--- config.mk ---
export PLATFORM = sky130hd
export DESIGN_NAME = cycle_sequencer
export DESIGN_NICKNAME = d
export VERILOG_FILES = /design/src/rtl/nandy_pkg.sv /design/src/rtl/bus_watchdog.sv /design/src/rtl/cycle_sequencer.sv
export SDC_FILE = /design/constraint.sdc
export NUM_CORES = 1
export LEC_CHECK = 0
export BUFFER_PORTS_ARGS = -buffer_cell sky130_fd_sc_hd__clkbuf_2
export CELL_PAD_IN_SITES_DETAIL_PLACEMENT = 1
export CELL_PAD_IN_SITES_GLOBAL_PLACEMENT = 1
export CORE_MARGIN = 2
export CORE_UTILIZATION = 42
export DETAILED_ROUTE_END_ITERATION = 8
export GPL_ROUTABILITY_DRIVEN = 0
export PLACE_DENSITY_LB_ADDON = 0.1
export REMOVE_ABC_BUFFERS = 1
export SLEW_MARGIN = 20
export SYNTH_ARGS = -nofsm -noshare
export SYNTH_HDL_FRONTEND = slang
export SYNTH_SLANG_ARGS = --single-unit
--- constraint.sdc ---
create_clock -name clk -period 6.3 [get_ports clk]
set_clock_uncertainty 0.2 [all_clocks]
set_input_delay 0.315 -clock clk [delete_from_list [all_inputs] [get_ports clk]]
set_output_delay 0.315 -clock clk [all_outputs]
set_load 0.05 [all_outputs]
--- src/rtl/nandy_pkg.sv ---
// Shared definitions for the Nandy CPU control path.
package nandy_pkg;

  localparam int INST_W          = 8;
  localparam int WDOG_W          = 8;
  localparam int TIMEOUT_DEFAULT = 15;

  // Sequencer phases; BOOT is the reset state.
  typedef enum logic [2:0] {
    ST_BOOT  = 3'd0,
    ST_FETCH = 3'd1,
    ST_EXEC0 = 3'd2,
    ST_EXEC1 = 3'd3,
    ST_HALT  = 3'd4
  } seq_state_t;

endpackage : nandy_pkg

--- src/rtl/bus_watchdog.sv ---
// Bus watchdog: counts cycles a memory request stays unacknowledged and
// raises a sticky bus error once the limit is reached.
module bus_watchdog
  import nandy_pkg::*;
#(
  parameter int TIMEOUT = TIMEOUT_DEFAULT
) (
  input  logic clk,
  input  logic rst_n,
  input  logic clr,      // sequencer changes state this cycle
  input  logic pending,  // request outstanding and not acknowledged
  output logic expire,   // limit reached this cycle
  output logic bus_err
);

  localparam logic [WDOG_W-1:0] LIMIT = WDOG_W'(TIMEOUT - 1);

  logic [WDOG_W-1:0] count;

  // Expiry fires in the cycle whose wait would bring the count to TIMEOUT.
  assign expire = pending && (count == LIMIT);

  // Wait counter and sticky error flag.
  always_ff @(posedge clk or negedge rst_n) begin
    if (!rst_n) begin
      count   <= '0;
      bus_err <= 1'b0;
    end else begin
      // NOTE: sequential state uses non-blocking assignments so every
      // register samples pre-edge values regardless of statement order.
      if (clr)          count <= '0;
      else if (pending) count <= count + 1'b1;
      if (expire)       bus_err <= 1'b1;
    end
  end

endmodule : bus_watchdog

--- src/rtl/cycle_sequencer.sv ---
// Nandy CPU cycle sequencer: fetch, one/two-phase execute with memory
// stall, carry flag, halt/single-step and bus-timeout handling.
module cycle_sequencer
  import nandy_pkg::*;
#(
  parameter int TIMEOUT = TIMEOUT_DEFAULT
) (
  input  logic              clk,
  input  logic              rst_n,
  input  logic [INST_W-1:0] fetch_data,
  input  logic              mem_ack,
  input  logic              m,
  input  logic              wc,
  input  logic              alu_carry,
  input  logic              halt_req,
  input  logic              step,
  output logic [INST_W-1:0] inst,
  output logic              cycle,
  output logic              carry,
  output logic              fetch_req,
  output logic              data_req,
  output logic              pc_inc,
  output logic              exec_en,
  output logic              halted,
  output logic              bus_err
);

  seq_state_t state, state_next;
  logic       step_latch;
  logic       in_exec;
  logic       expire;
  seq_state_t boundary;

  assign in_exec  = (state == ST_EXEC0) || (state == ST_EXEC1);
  // Where an instruction goes once its last execute phase commits.
  assign boundary = (halt_req || step_latch) ? ST_HALT : ST_FETCH;

  // Request/commit strobes decoded from state and the live ack.
  always_comb begin
    // NOTE: every always_comb output gets a default first so no path
    // leaves it unassigned and infers a latch.
    fetch_req = 1'b0;
    data_req  = 1'b0;
    pc_inc    = 1'b0;
    exec_en   = 1'b0;
    halted    = 1'b0;
    unique case (state)
      ST_FETCH: begin
        fetch_req = 1'b1;
        pc_inc    = mem_ack;
      end
      ST_EXEC0, ST_EXEC1: begin
        data_req = m;
        exec_en  = !m || mem_ack;
      end
      ST_HALT:  halted = 1'b1;
      default:  ;
    endcase
  end

  // Next-state selection; also drives the watchdog clear.
  always_comb begin
    state_next = state;
    unique case (state)
      ST_BOOT:  state_next = halt_req ? ST_HALT : ST_FETCH;
      ST_FETCH: begin
        if (mem_ack)     state_next = ST_EXEC0;
        else if (expire) state_next = ST_HALT;
      end
      ST_EXEC0: begin
        if (exec_en)     state_next = inst[7] ? ST_EXEC1 : boundary;
        else if (expire) state_next = ST_HALT;
      end
      ST_EXEC1: begin
        if (exec_en)     state_next = boundary;
        else if (expire) state_next = ST_HALT;
      end
      ST_HALT: begin
        // A bus error parks the sequencer here until reset.
        if (!bus_err && (step || !halt_req)) state_next = ST_FETCH;
      end
      default:  state_next = ST_BOOT;
    endcase
  end

  // State register plus the registered datapath it owns.
  always_ff @(posedge clk or negedge rst_n) begin
    if (!rst_n) begin
      state      <= ST_BOOT;
      inst       <= '0;
      cycle      <= 1'b0;
      carry      <= 1'b0;
      step_latch <= 1'b0;
    end else begin
      state <= state_next;
      cycle <= (state_next == ST_EXEC1);
      if (state == ST_FETCH && mem_ack) inst <= fetch_data;
      // Commit in EXEC is exactly the edge that leaves that EXEC state.
      if (in_exec && exec_en && wc) carry <= alu_carry;
      // Step arms only from HALT; any return to HALT consumes it.
      if (state == ST_HALT)           step_latch <= step && !bus_err;
      else if (state_next == ST_HALT) step_latch <= 1'b0;
    end
  end

  bus_watchdog #(.TIMEOUT(TIMEOUT)) u_watchdog (
    .clk     (clk),
    .rst_n   (rst_n),
    .clr     (state_next != state),
    .pending ((fetch_req || data_req) && !mem_ack),
    .expire  (expire),
    .bus_err (bus_err)
  );

endmodule : cycle_sequencer
# [Word-level counts from Yosys, hierarchy flattened]
# Index checks and enable logic that the tools add are counted.
[word_totals] out_inout_bits=16 input_bits=16 regBits=23 elab_cells=54
[op_classes] muxes=18 n_reduce_logical=20 addsub=1 n_eq_ne=8
[op_table] op="3-bit two-way mux" count=8
[op_table] op="8-bit two-way mux" count=2
[op_table] op="3-bit one-hot mux with 5 select lines" count=1
[op_table] op="3-bit by 2-bit == test with 1-bit output, second input constant" count=3
[op_table] op="8-bit by 1-bit adder with 8-bit output, second input constant" count=1
[op_table] op="8-bit by 4-bit == test with 1-bit output, second input constant" count=1
[op_table] op="1-bit logical AND" count=7
[op_table] op="1-bit two-way mux" count=7
[op_table] op="3-bit == test, second input constant" count=2
[op_table] op="1-bit logical OR" count=5
[op_table] op="1-bit logical NOT" count=4
[op_table] op="2-bit nonzero test" count=2
[op_table] op="3-bit by 1-bit == test with 1-bit output, second input constant" count=1
[op_table] op="3-bit logical NOT" count=1
[op_table] op="3-bit inequality test" count=1
[op_table] op="2-bit OR reduction" count=1

# [Longest topological paths before layout]
# Gate-level depths: netlist (run 1).
[depth] ltp_word=12 mapped_depth=7

# [Modules after synthesis]
# Synthesis (run 1) repeated with hierarchy kept, for this count alone.
[unflattened] hier_cells=117 area_unflattened_um2=1336.3
[modules_own_cells] module="cycle_sequencer" n_inst=1 area_each_um2=892.1 cells_per_inst=74 seq_area_each_um2=350.3
[modules_own_cells] module="bus_watchdog" n_inst=1 area_each_um2=444.2 cells_per_inst=43 seq_area_each_um2=225.2

# [Worst setup path after synthesis (run 1)]
# No wires, ideal clock.
[synth_path] path_type="register -> register" startpoint="reg state[2]" endpoint="reg inst[0]" setup_slack_ns=3.249 period_less_slack_ns=3.051 arrival_time_ns=2.726 t_required_ns=5.975 path_stages_with_launch=6 path_buffers=2 path_cell_list="dfrtp_1 -> clkbuf_1 -> nor3b_1 -> and2_1 -> buf_2 -> mux2_2"
[synth_between] elab_chain_len=2
[synth_rtl] element="start, declared" line="cycle_sequencer.sv:28" rtl="seq_state_t state, state_next;"
[synth_rtl] element="start signal, assigned" line="cycle_sequencer.sv:95" rtl="state <= state_next;"
[synth_rtl] element="3-bit by 1-bit == test with 1-bit output" line="cycle_sequencer.sv:97" rtl="if (state == ST_FETCH && mem_ack) inst <= fetch_data;"
[synth_rtl] element="1-bit logical AND" line="cycle_sequencer.sv:97"
[synth_rtl] element="end signal, assigned" line="cycle_sequencer.sv:97"
[synth_rtl] element="end, declared" line="cycle_sequencer.sv:17" rtl="output logic [INST_W-1:0] inst,"
# No other way between the ends.
# A chain may end at the register's enable or synchronous reset.

# [Worst setup path after layout (run 1)]
[layout_path] startpoint="reg state[0]" endpoint="out pc_inc"
[layout_between] elab_chain_len=2
[layout_rtl] element="3-bit by 1-bit == test with 1-bit output" line="cycle_sequencer.sv:47" rtl="unique case (state)"
[layout_rtl] element="1-bit two-way mux" line="cycle_sequencer.sv:47"
[layout_rtl] element="end, declared" line="cycle_sequencer.sv:22" rtl="output logic pc_inc,"
# No other way between the ends.

==> impl_results.md, run 1 <==
* Vias/cell at 5.47
* Synth Area in Adders at 2.14%
* Slew headroom at 52.7%
* Cell area after synthesis at between 1000 and 1500 µm²
* Top_reg_cell synth: dfrtp_1
* Avg WL per Cell at 15.6 µm
* Crit Path Class: reg -> out
* Core Box Area at 2710 µm²
* Slowest CP cell: dfrtp_1
* Initial antenna violation count at 0
* Worst-margin pin slew at 704 ps
* Sequential share of the synthesized area at between 40 and 50%
* Synth Instances at 110
* F_max at 403 MHz
* Met2 global-route usage at about a third
* Antenna fix cells at 0
* GRT busiest layer: met2
* Distinct cells, synth at 35
* Max Root-Sink Buffers at 2
* Req. time, crit path at 5780 ps
* CP Launch Type: register
* First-pass GRT wire length at 4.51 mm
* Fin nets at around 160
* Area growth from synthesis to layout at 18.2%
* Post-Synth Simple-Gate Area at roughly a fifth
* Buffers plus inverters on the worst setup path at 1
* Non-filler cells, final at 173
* Synth Area in Compound Gates at a little under an eighth
* Final WL at 2.71 mm
* Setup TNS at 0 ps
* Leak pwr at 0.000662 µW
* H-tree Lvls at 1
* Hold Fails Final Rpt at 0
* Number of synthesized flops with an enable pin at 0
* CTS sink cnt at 23
* Reg-to-reg setup timing slack at 3940 ps
* Post-route ant nets at 0
* Synthesized flop and latch total at 23
* Outcome: finished clean
* Number of max-cap violations at 0
* Top cells by area, synth: dfrtp_1 (49%), mux2_2 (8.7%), xor2_1 (4.5%)
* Pwr Density at 487 nW/µm²
* CP Cell Sequence: nor3b_1, and2_1, clkbuf_2
* Vias in the first global route at 974
* DIE AREA at 3230 µm²
* Max VDD drop at 0.000397 V
* Cell with the most instances after synthesis: dfrtp_1
* Starting density of the core at between 40% and 50%
* Drc violations at 0
* Max FO, Critical Path at 10
* Largest net degree at the start of global routing at 24
* Post-DP HPWL at 2.05 mm
* Syn avg cell area at 10.6 µm²
* Post-synth top cells: dfrtp_1 (23), nor2_1 (12), nand2_1 (10)
* Worst-skew pair later-pin latency at 310 ps
* Ports at 32
* Fin crit share at between 30 and 40%
* Gr ovfl total at 0
* Die X at 56.8 µm
* # resized after CTS at 0
* CTS tree: done
* Clk pin slew, worst setup/hold paths at 130 ps
* Area leader, netlist: dfrtp_1
* Fillers at 316
* Data arrival, critical path at 1970 ps
* Share of cells above drive strength 1 at approximately a third
* Placed instance count at 168
* Max incr delay on CP at 510 ps
* Largest family of logic cells by synthesized area: simple AND/OR/NAND/NOR gates
* Path category of the worst min-delay check: in -> reg
* IO Port Bufs at 31
* Post-synth top area share at just under 50%
* Met3 Usage GRT at 2.07%
* Cell family with most CP delay: simple AND/OR/NAND/NOR gates
* Pre-antenna DRT Iters at 4
* Min Tclk post-route at 2480 ps
* Chip height at 56.8 µm
* Met1 Use GR at 23.1%
* Asr flop ratio synth at 100%
* Yosys warns at 0
* Worst setup EP type: primary output
* Tot GR Track Use at 18.3%
* Via count at ~950
* Root Buffer: clkbuf_4
* Core Rows at 19
* Total clock buffers created by CTS at 3
* Final slew viol count at 0
* 1st-iter DRT viols at 14
* Mux cell area share after synthesis at 9.51%
* Xor/xnor share of the synthesized area at 5.24%
* # setup viols final at 0
* RSZ-0062 raised after global routing: false
-- per-stage QoR --
| stage | setup slack [ps] | hold WS [ps] | util [%] | cell area, µm² | power (µW) |
|---|---|---|---|---|---|
| 2_1_floorplan | 3110 | -181 | - | 1150 | 522 |
| 3_3_place_gp | 4020 | 131 | 49.7 | 1350 | 607 |
| 3_5_place_dp | 3970 | 147 | 49.7 | 1350 | 613 |
| 4_1_cts | 3770 | 15.1 | 51.1 | 1380 | 682 |
| 5_1_grt | 3620 | 9.23 | 51.1 | 1380 | 720 |
| 6_report | 3820 | 26.0 | 51.1 | 1380 | 674 |
-- flip-flops by register name (all words and copies together), names as in the netlist --
register and cells:
cycle 1, inst 8, step_latch 1, state 3
u_watchdog.bus_err 1, carry 1, u_watchdog.count 8
-- kinds of logic after synthesis --
logic type	after synthesis
xor+xnor	7
compound gates	17
mux	10
fa+ha+maj	2
simple gates	44
flops	23
buf+inv	7
-- cell usage in the layout (no fill, tap or decap) --
cell type	n
clkbuf_2	31
dfrtp_1	23
nor2_1	12
nand2_1	10
mux2_2	9
xor2_1	6
nand2b_1	5
nand4_1	4
inv_1	3
nor2b_1	3
a21oi_1	3
o21ai_0	3
clkbuf_4	3
and2_1	2
nor3_1	2
ha_1	2
nor3b_1	1
mux2i_1	1
nand4bb_1	1
or4b_1	1
or4_4	1
a22o_1	1
o211ai_1	1
a21bo_2	1
o311ai_0	1
a2111oi_0	1
a21o_1	1
o21bai_1	1
a31oi_1	1
a22o_4	1
a211oi_2	1
xnor2_1	1
o32ai_1	1
and3_1	1
or2b_1	1
clkinv_2	1
dlygate4sd3_1	1
-- worst register-to-register path, stage by stage (launching register included) --
cell and delay, ps:
dfrtp_1 460, inv_1 80, ha_1 140, or4b_1 440, or4_4 460, a21bo_2 230
a22o_4 170, a211oi_2 60
-- cell type report --
| type | instances | area [µm²] | share of cell area [%] |
|---|---|---|---|
| clock buffer | 3 | 22.5 | 1.63 |
| clock inverter | 1 | 5.00 | 0.362 |
| inverter | 3 | 11.3 | 0.814 |
| multi-input combinational | 80 | 566 | 40.9 |
| sequential | 23 | 576 | 41.6 |
| tap | 31 | 38.8 | 2.80 |
| timing repair buffer | 32 | 165 | 11.9 |
-- layer usage --
metal | routed length [µm] | part of all wire [%] | vias to the layer above
li1 | - | - | 446
met5 | 0 | 0 | -
met2 | 1370 | 51 | 27
met4 | 38 | 1.4 | 0
met1 | 1200 | 44 | 467
met3 | 98 | 3.6 | 6
-- report_power, final --
group | internal [µW] | switching, µW | total, µW
logic | 113 | 256 | 369
clock network | 23.7 | 44.2 | 68.0
registers | 192 | 45.5 | 237
-- final timing paths --
path / startpoint / endpoint / cells past startpoint
worst max-delay path: state[0] / pc_inc / 3
worst min register to register: inst[5] / inst[5] / 1
max in group asynchronous: rst_n / inst[7] / 2
worst min-delay path: fetch_data[3] / inst[3] / 2
worst max register to register: u_watchdog.count[0] / u_watchdog.count[1] / 7
min in group asynchronous: rst_n / step_latch / 2
-- repair_timing --
item / 4_1_cts / 5_1_grt
endpoints found under the setup margin: 0 / 0
hold buffers: 1 / 0
buffers inserted: 0 / 0
endpoints found under the hold margin: 23 / 0
No activity file was read; power rests on OpenSTA's default activity.
==> run 2, diff against run 1 <==
--- a/config.mk
+++ b/config.mk
@@ -9,7 +9,7 @@
 export CELL_PAD_IN_SITES_DETAIL_PLACEMENT = 1
 export CELL_PAD_IN_SITES_GLOBAL_PLACEMENT = 1
 export CORE_MARGIN = 2
-export CORE_UTILIZATION = 42
+export CORE_UTILIZATION = 39
 export DETAILED_ROUTE_END_ITERATION = 8
 export GPL_ROUTABILITY_DRIVEN = 0
 export PLACE_DENSITY_LB_ADDON = 0.1
==> constraint.sdc (replaced) <==
create_clock -name clk -period 2.4 [get_ports clk]
set_clock_uncertainty 0.2 [all_clocks]
set_input_delay 0.12 -clock clk [delete_from_list [all_inputs] [get_ports clk]]
set_output_delay 0.12 -clock clk [all_outputs]
set_load 0.05 [all_outputs]
==> run 2 against run 1 <==
Compared with the run above: the run now ends with design-rule violations left; first-iteration DRC count up 29%; via count rose by 3.1%; non-clock buffer count increased by 13; sequential cell count unchanged; routed wire length grew 4.1%; register-to-register slack got worse by 3800 ps; combinational power grew to 2.8 times the previous value; design area is 9.1% higher; die area increased by 7.1%; sequential share of layout area shrank 3.5 points; utilization is 2.8 points higher; power rose to 2.7 times the previous value.
==> impl_results.md, run 2 (same netlist as run 1, synthesis figures left out) <==
* Pre-antenna DRT Iters at 6
* Slowest CP cell: or4_4
* Total clock buffers created by CTS at 3
* Buffers plus inverters on the worst setup path at 0
* Clk pin slew, worst setup/hold paths at 130 ps
* Hold Fails Final Rpt at 0
* Vias/cell at 5.24
* Crit Path Class: reg -> reg
* Ports at 32
* Worst setup EP type: register
* Avg WL per Cell at 15.1 µm
* Most frequent cells in the layout: clkbuf_2 (31), dfrtp_1 (23), nor2_1 (12), dlygate4sd3_1 (12), nand2_1 (10)
* Max Root-Sink Buffers at 2
* Min Tclk post-route at 2240 ps
* H-tree Lvls at 1
* Post-route ant nets at 0
* Area growth from synthesis to layout at 29.0%
* Final WL at 2.82 mm
* Max FO, Critical Path at 8
* Fillers at 337
* Worst hold slack at approximately 67 ps
* Path category of the worst min-delay check: in -> reg
* Antenna fix cells at 0
* Via count at between 900 and 1000
* Req. time, crit path at 2400 ps
* Share of cells above drive strength 1 at 32.9%
* IO Port Bufs at 31
* First-pass GRT wire length at roughly 4.8 mm
* CTS tree: done
* Tot GR Track Use at between 15 and 20%
* Chip height at 58.8 µm
* Cell family with most CP delay: simple AND/OR/NAND/NOR gates
* Core Box Area at between 2000 and 3000 µm²
* Number of max-cap violations at 0
* Max incr delay on CP at 450 ps
* Worst-skew pair later-pin latency at 300 ps
* F_max at ~450 MHz
* Drc violations at 1
* Vias in the first global route at approximately 1000
* DIE AREA at 3460 µm²
* Fin nets at around 170
* Data arrival, critical path at around 2200 ps
* Largest net degree at the start of global routing at 24
* Initial antenna violation count at 0
* # setup viols final at 0
* 1st-iter DRT viols at 18
* Failing checks: design-rule violations
* Final slew viol count at 0
* Post-CTS setup buffer count at 0
* Max VDD drop at roughly 0.00063 V
* Root Buffer: clkbuf_4
* Total Power at approximately 1800 µW
* CP Launch Type: register
* CTS sink cnt at 23
* Pwr Density at around 1200 nW/µm²
* GRT busiest layer: met2
* Met3 Usage GRT at under 10%
* Worst-margin pin slew at 548 ps
* Slew headroom at 63.0%
* Leak pwr at 0.000720 µW
* Core Rows at 19
* Biggest regs: inst (8), u_watchdog.count (8), state (3)
* Gr ovfl total at 0
* Outcome: complete, but fails checks
* Met2 global-route usage at 33.0%
* Starting density of the core at 41.7%
* CP Cell Sequence: ha_1, or4b_1, or4_4, a21bo_2, a22o_4, nor2_1
* Post-DP HPWL at 2.15 mm
* Fin crit share at 93.4%
* Die X at ~59 µm
* Commonest non-fill, non-tap cell in the layout: clkbuf_2
* RSZ-0062 raised after global routing: false
* Met1 Use GR at 21.7%
## run 2: metal layers
| layer | share of wire (%) | vias up |
|---|---|---|
| li1 | - | 473 |
| met1 | 41 | 475 |
| met2 | 54 | 21 |
| met3 | 3.4 | 6 |
| met4 | 1.5 | 0 |
| met5 | 0 | - |
## run 2: path summary, 6_finish.rpt
kind / startpoint / endpoint / slack (ps) / depth (start not counted)
max: u_watchdog.count[1] / u_watchdog.count[0] / 160 / 6
min: m / cycle / 70 / 5
max reg2reg: u_watchdog.count[1] / u_watchdog.count[0] / 160 / 6
min reg2reg: inst[3] / inst[3] / 320 / 1
max in group asynchronous: rst_n / u_watchdog.count[4] / 1500 / 2
min in group asynchronous: rst_n / inst[6] / 130 / 2
## run 2: cell type report
cell class / instances / area [µm²] / share of cell area, %
clock buffer: 3 / 22.5 / 1.49
clock inverter: 1 / 5.00 / 0.331
inverter: 3 / 11.3 / 0.746
multi-input combinational: 80 / 567 / 37.5
sequential: 23 / 576 / 38.1
tap: 31 / 38.8 / 2.57
timing repair buffer: 45 / 290 / 19.2
## run 2: timing repair
| item | 4_1_cts | 5_1_grt |
|---|---|---|
| resized for setup | 0 | 1 |
| endpoints found under the setup margin | 0 | 1 |
| hold endpoints to repair | 33 | 0 |
| hold buffers | 12 | 0 |
## run 2: power by group
group	internal (µW)	total [µW]	switching (µW)	leakage [µW]
Clock	62.0	172	110	0.0000177
Combinational	331	1030	694	0.000405
Sequential	504	619	115	0.000297
Total	897	1820	920	0.000720
## run 2: stage by stage
| stage | cells | area [µm²] | setup slack (ps) | TNS, ps | utilization [%] |
|---|---|---|---|---|---|
| floorplan | 106 | 1150 | -793 | -9590 | - |
| finish | 186 | 1510 | 158 | 0 | 53.8 |
| CTS | 186 | 1510 | 122 | 0 | 53.8 |
| detailed placement | 170 | 1360 | 158 | 0 | 48.5 |
| global route | 186 | 1510 | 37.2 | 0 | 53.8 |
| global placement | 170 | 1360 | 220 | 0 | 48.5 |
## run 2: worst register-to-register path: cells and delay by family (launching register included)
kind / cells / cell delay, ps
fa+ha+maj: 1 / 170
compound gates: 2 / 400
flops: 1 / 440
simple gates: 3 / 940
==> run 3, diff against run 2 <==
--- a/config.mk
+++ b/config.mk
@@ -13,7 +13,6 @@
 export DETAILED_ROUTE_END_ITERATION = 8
 export GPL_ROUTABILITY_DRIVEN = 0
 export PLACE_DENSITY_LB_ADDON = 0.1
-export REMOVE_ABC_BUFFERS = 1
 export SLEW_MARGIN = 20
 export SYNTH_ARGS = -nofsm -noshare
 export SYNTH_HDL_FRONTEND = slang
==> run 3 against run 2 <==
Compared with the run above: the flow still finishes with violations (design-rule violations); sequential share of layout area is 0.62 points lower; setup slack got worse by 45 ps; combinational power rose by 8%; power is 3.7% higher; global-route usage is 1.2 points higher; worst hold slack gained 47 ps; routed wire length increased by 5.0%; sequential power decreased by 4.4%; design area is 1.7% higher; utilization up 0.89 points; register-to-register slack worse by 50 ps; via count is 1.6% higher; critical path type unchanged; largest power group unchanged.
==> impl_results.md, run 3 (same netlist as run 1, synthesis figures left out) <==
* Outcome: complete, but fails checks
* Failing checks: design-rule violations
* Root Buffer: clkbuf_4
* Total stage count of the critical path at 6
* CP Launch Type: register
* Via count at 991
* Starting density of the core at a little over two fifths
* Syn_nets at about 130
* Data arrival, critical path at 2290 ps
* IO Port Bufs at 31
* Reg-to-reg setup timing slack at about 110 ps
* Slowest CP cell: dfrtp_1
* Leak pwr at 0.000733 µW
* CTS sink cnt at 23
* Max incr delay on CP at 450 ps
* Max FO, Critical Path at 8
* Placed instance count at 172
* Slew headroom at 62.3%
* Fin crit share at 95.3%
* Register Area at 576 µm²
* Cell family with most CP delay: simple AND/OR/NAND/NOR gates
* Reg-to-reg endpoint: u_watchdog.count[7]
* Fillers at around 320
* # setup viols final at 0
* Min Tclk post-route at 2290 ps
* Vias/cell at 5.27
* Crit Path Class: reg -> reg
* F_max at 437 MHz
* Largest net degree at the start of global routing at 24
* Ports at 32
* Total clock buffers created by CTS at 3
* Vias in the first global route at 1089
* Core Box Area at 2810 µm²
* Post-DP HPWL at 2.20 mm
* Worst-margin pin slew at 566 ps
* Max VDD drop at 0.000857 V
* Max Root-Sink Buffers at 2
* Placed cell areas at 1390 µm²
* Biggest regs: inst (8), u_watchdog.count (8), state (3)
* Initial antenna violation count at 0
* RSZ-0062 raised after global routing: false
* Multi-input combinational cell area at 577 µm²
* Worst-skew pair later-pin latency at 310 ps
* # resized after CTS at 0
* 1st-iter DRT viols at 20
* Chip height at 58.8 µm
* CP Cell Sequence: ha_1, or4b_1, or4_4, a21bo_2, a22o_4, nor2_1
* Reg-to-Reg Start: u_watchdog.count[1]
* WHS Path Cells at 5
* Share of cells above drive strength 1 at around a third
* First-pass GRT wire length at around 5.2 mm
* Fin nets at 176
* Length in cells of the worst reg-to-reg path at 6
* Req. time, crit path at 2400 ps
* Setup TNS at 0 ps
* Final Instance Area at 1540 µm²
* Hold Fails Final Rpt at 0
* Drc violations at 2
* Most frequent cells in the layout: clkbuf_2 (31), dfrtp_1 (23), nor2_1 (12), dlygate4sd3_1 (12), nand2_1 (10)
* Non-filler cells, final at 188
* Clk pin slew, worst setup/hold paths at 130 ps
* Final WL at between 2 and 3 mm
* Pwr Density at 1230 nW/µm²
* Core Rows at 19
* Antenna fix cells at 0
* Final core occ at 54.7%
* Final slew viol count at 0
* Area growth from synthesis to layout at 31.1%
* Avg WL per Cell at approximately 16 µm
* HP Start: m
* Gr ovfl total at 0
* H-tree Lvls at 1
* Pre-antenna DRT Iters at 6
* Number of max-cap violations at 0
* Commonest non-fill, non-tap cell in the layout: clkbuf_2
* Die X at 58.8 µm
* Buffers plus inverters on the worst setup path at 0
* DIE AREA at ~3500 µm²
* Endpoint, Worst Hold: cycle
* Tot GR Track Use at 19.5%
* Path category of the worst min-delay check: in -> reg
* CTS tree: done
* Post-route ant nets at 0
* Worst setup EP type: register
run 3: how the worst max path moves through the flow:
stage,slack (ps),startpoint,to
after floorplan,100,state[2],inst[0]
after global placement,220,u_watchdog.count[1],u_watchdog.count[2]
after detailed placement,120,u_watchdog.count[1],u_watchdog.count[7]
after CTS,110,u_watchdog.count[1],u_watchdog.count[7]
after global routing,7,u_watchdog.count[1],u_watchdog.count[7]
final,110,u_watchdog.count[1],u_watchdog.count[7]
run 3: tightest hold or removal path: stages:
cell and delay (ps):
clkbuf_2 110, nand2b_1 110, a21oi_1 100, nand2_1 100, a21oi_1 50
run 3: area by class of cell:
class | instances | share of cell area, %
Clock buffer | 3 | 1.47
Clock inverter | 1 | 0.326
Inverter | 3 | 0.733
Multi-Input combinational cell | 80 | 37.6
Sequential cell | 23 | 37.5
Tap cell | 31 | 2.53
Timing Repair Buffer | 47 | 19.9
run 3: power by group:
part,switching [µW],leakage [µW],internal (µW)
logic,748,0.000418,365
registers,88.3,0.000297,504
clock network,117,0.0000177,62.1
run 3: through the flow:
stage,worst slack (ps),total power (µW),hold WS (ps)
final,113,1880,114
after global routing,7.44,2010,154
after CTS,106,1900,102
after detailed placement,122,1690,-53.6
after global placement,221,1650,-70.6
after floorplan,104,1410,-376
run 3: timing repair:
action                                 in CTS  in global routing
buffers inserted                            0                  0
hold buffers                               12                  0
setup endpoints to repair                   0                  0
endpoints found under the hold margin      33                  0
run 3: layer usage:
metal	part of all wire, %	GRT usage [%]
met5	0	0
met4	0.34	2.92
met3	2.6	1.98
met1	40	24.6
met2	56	36.3
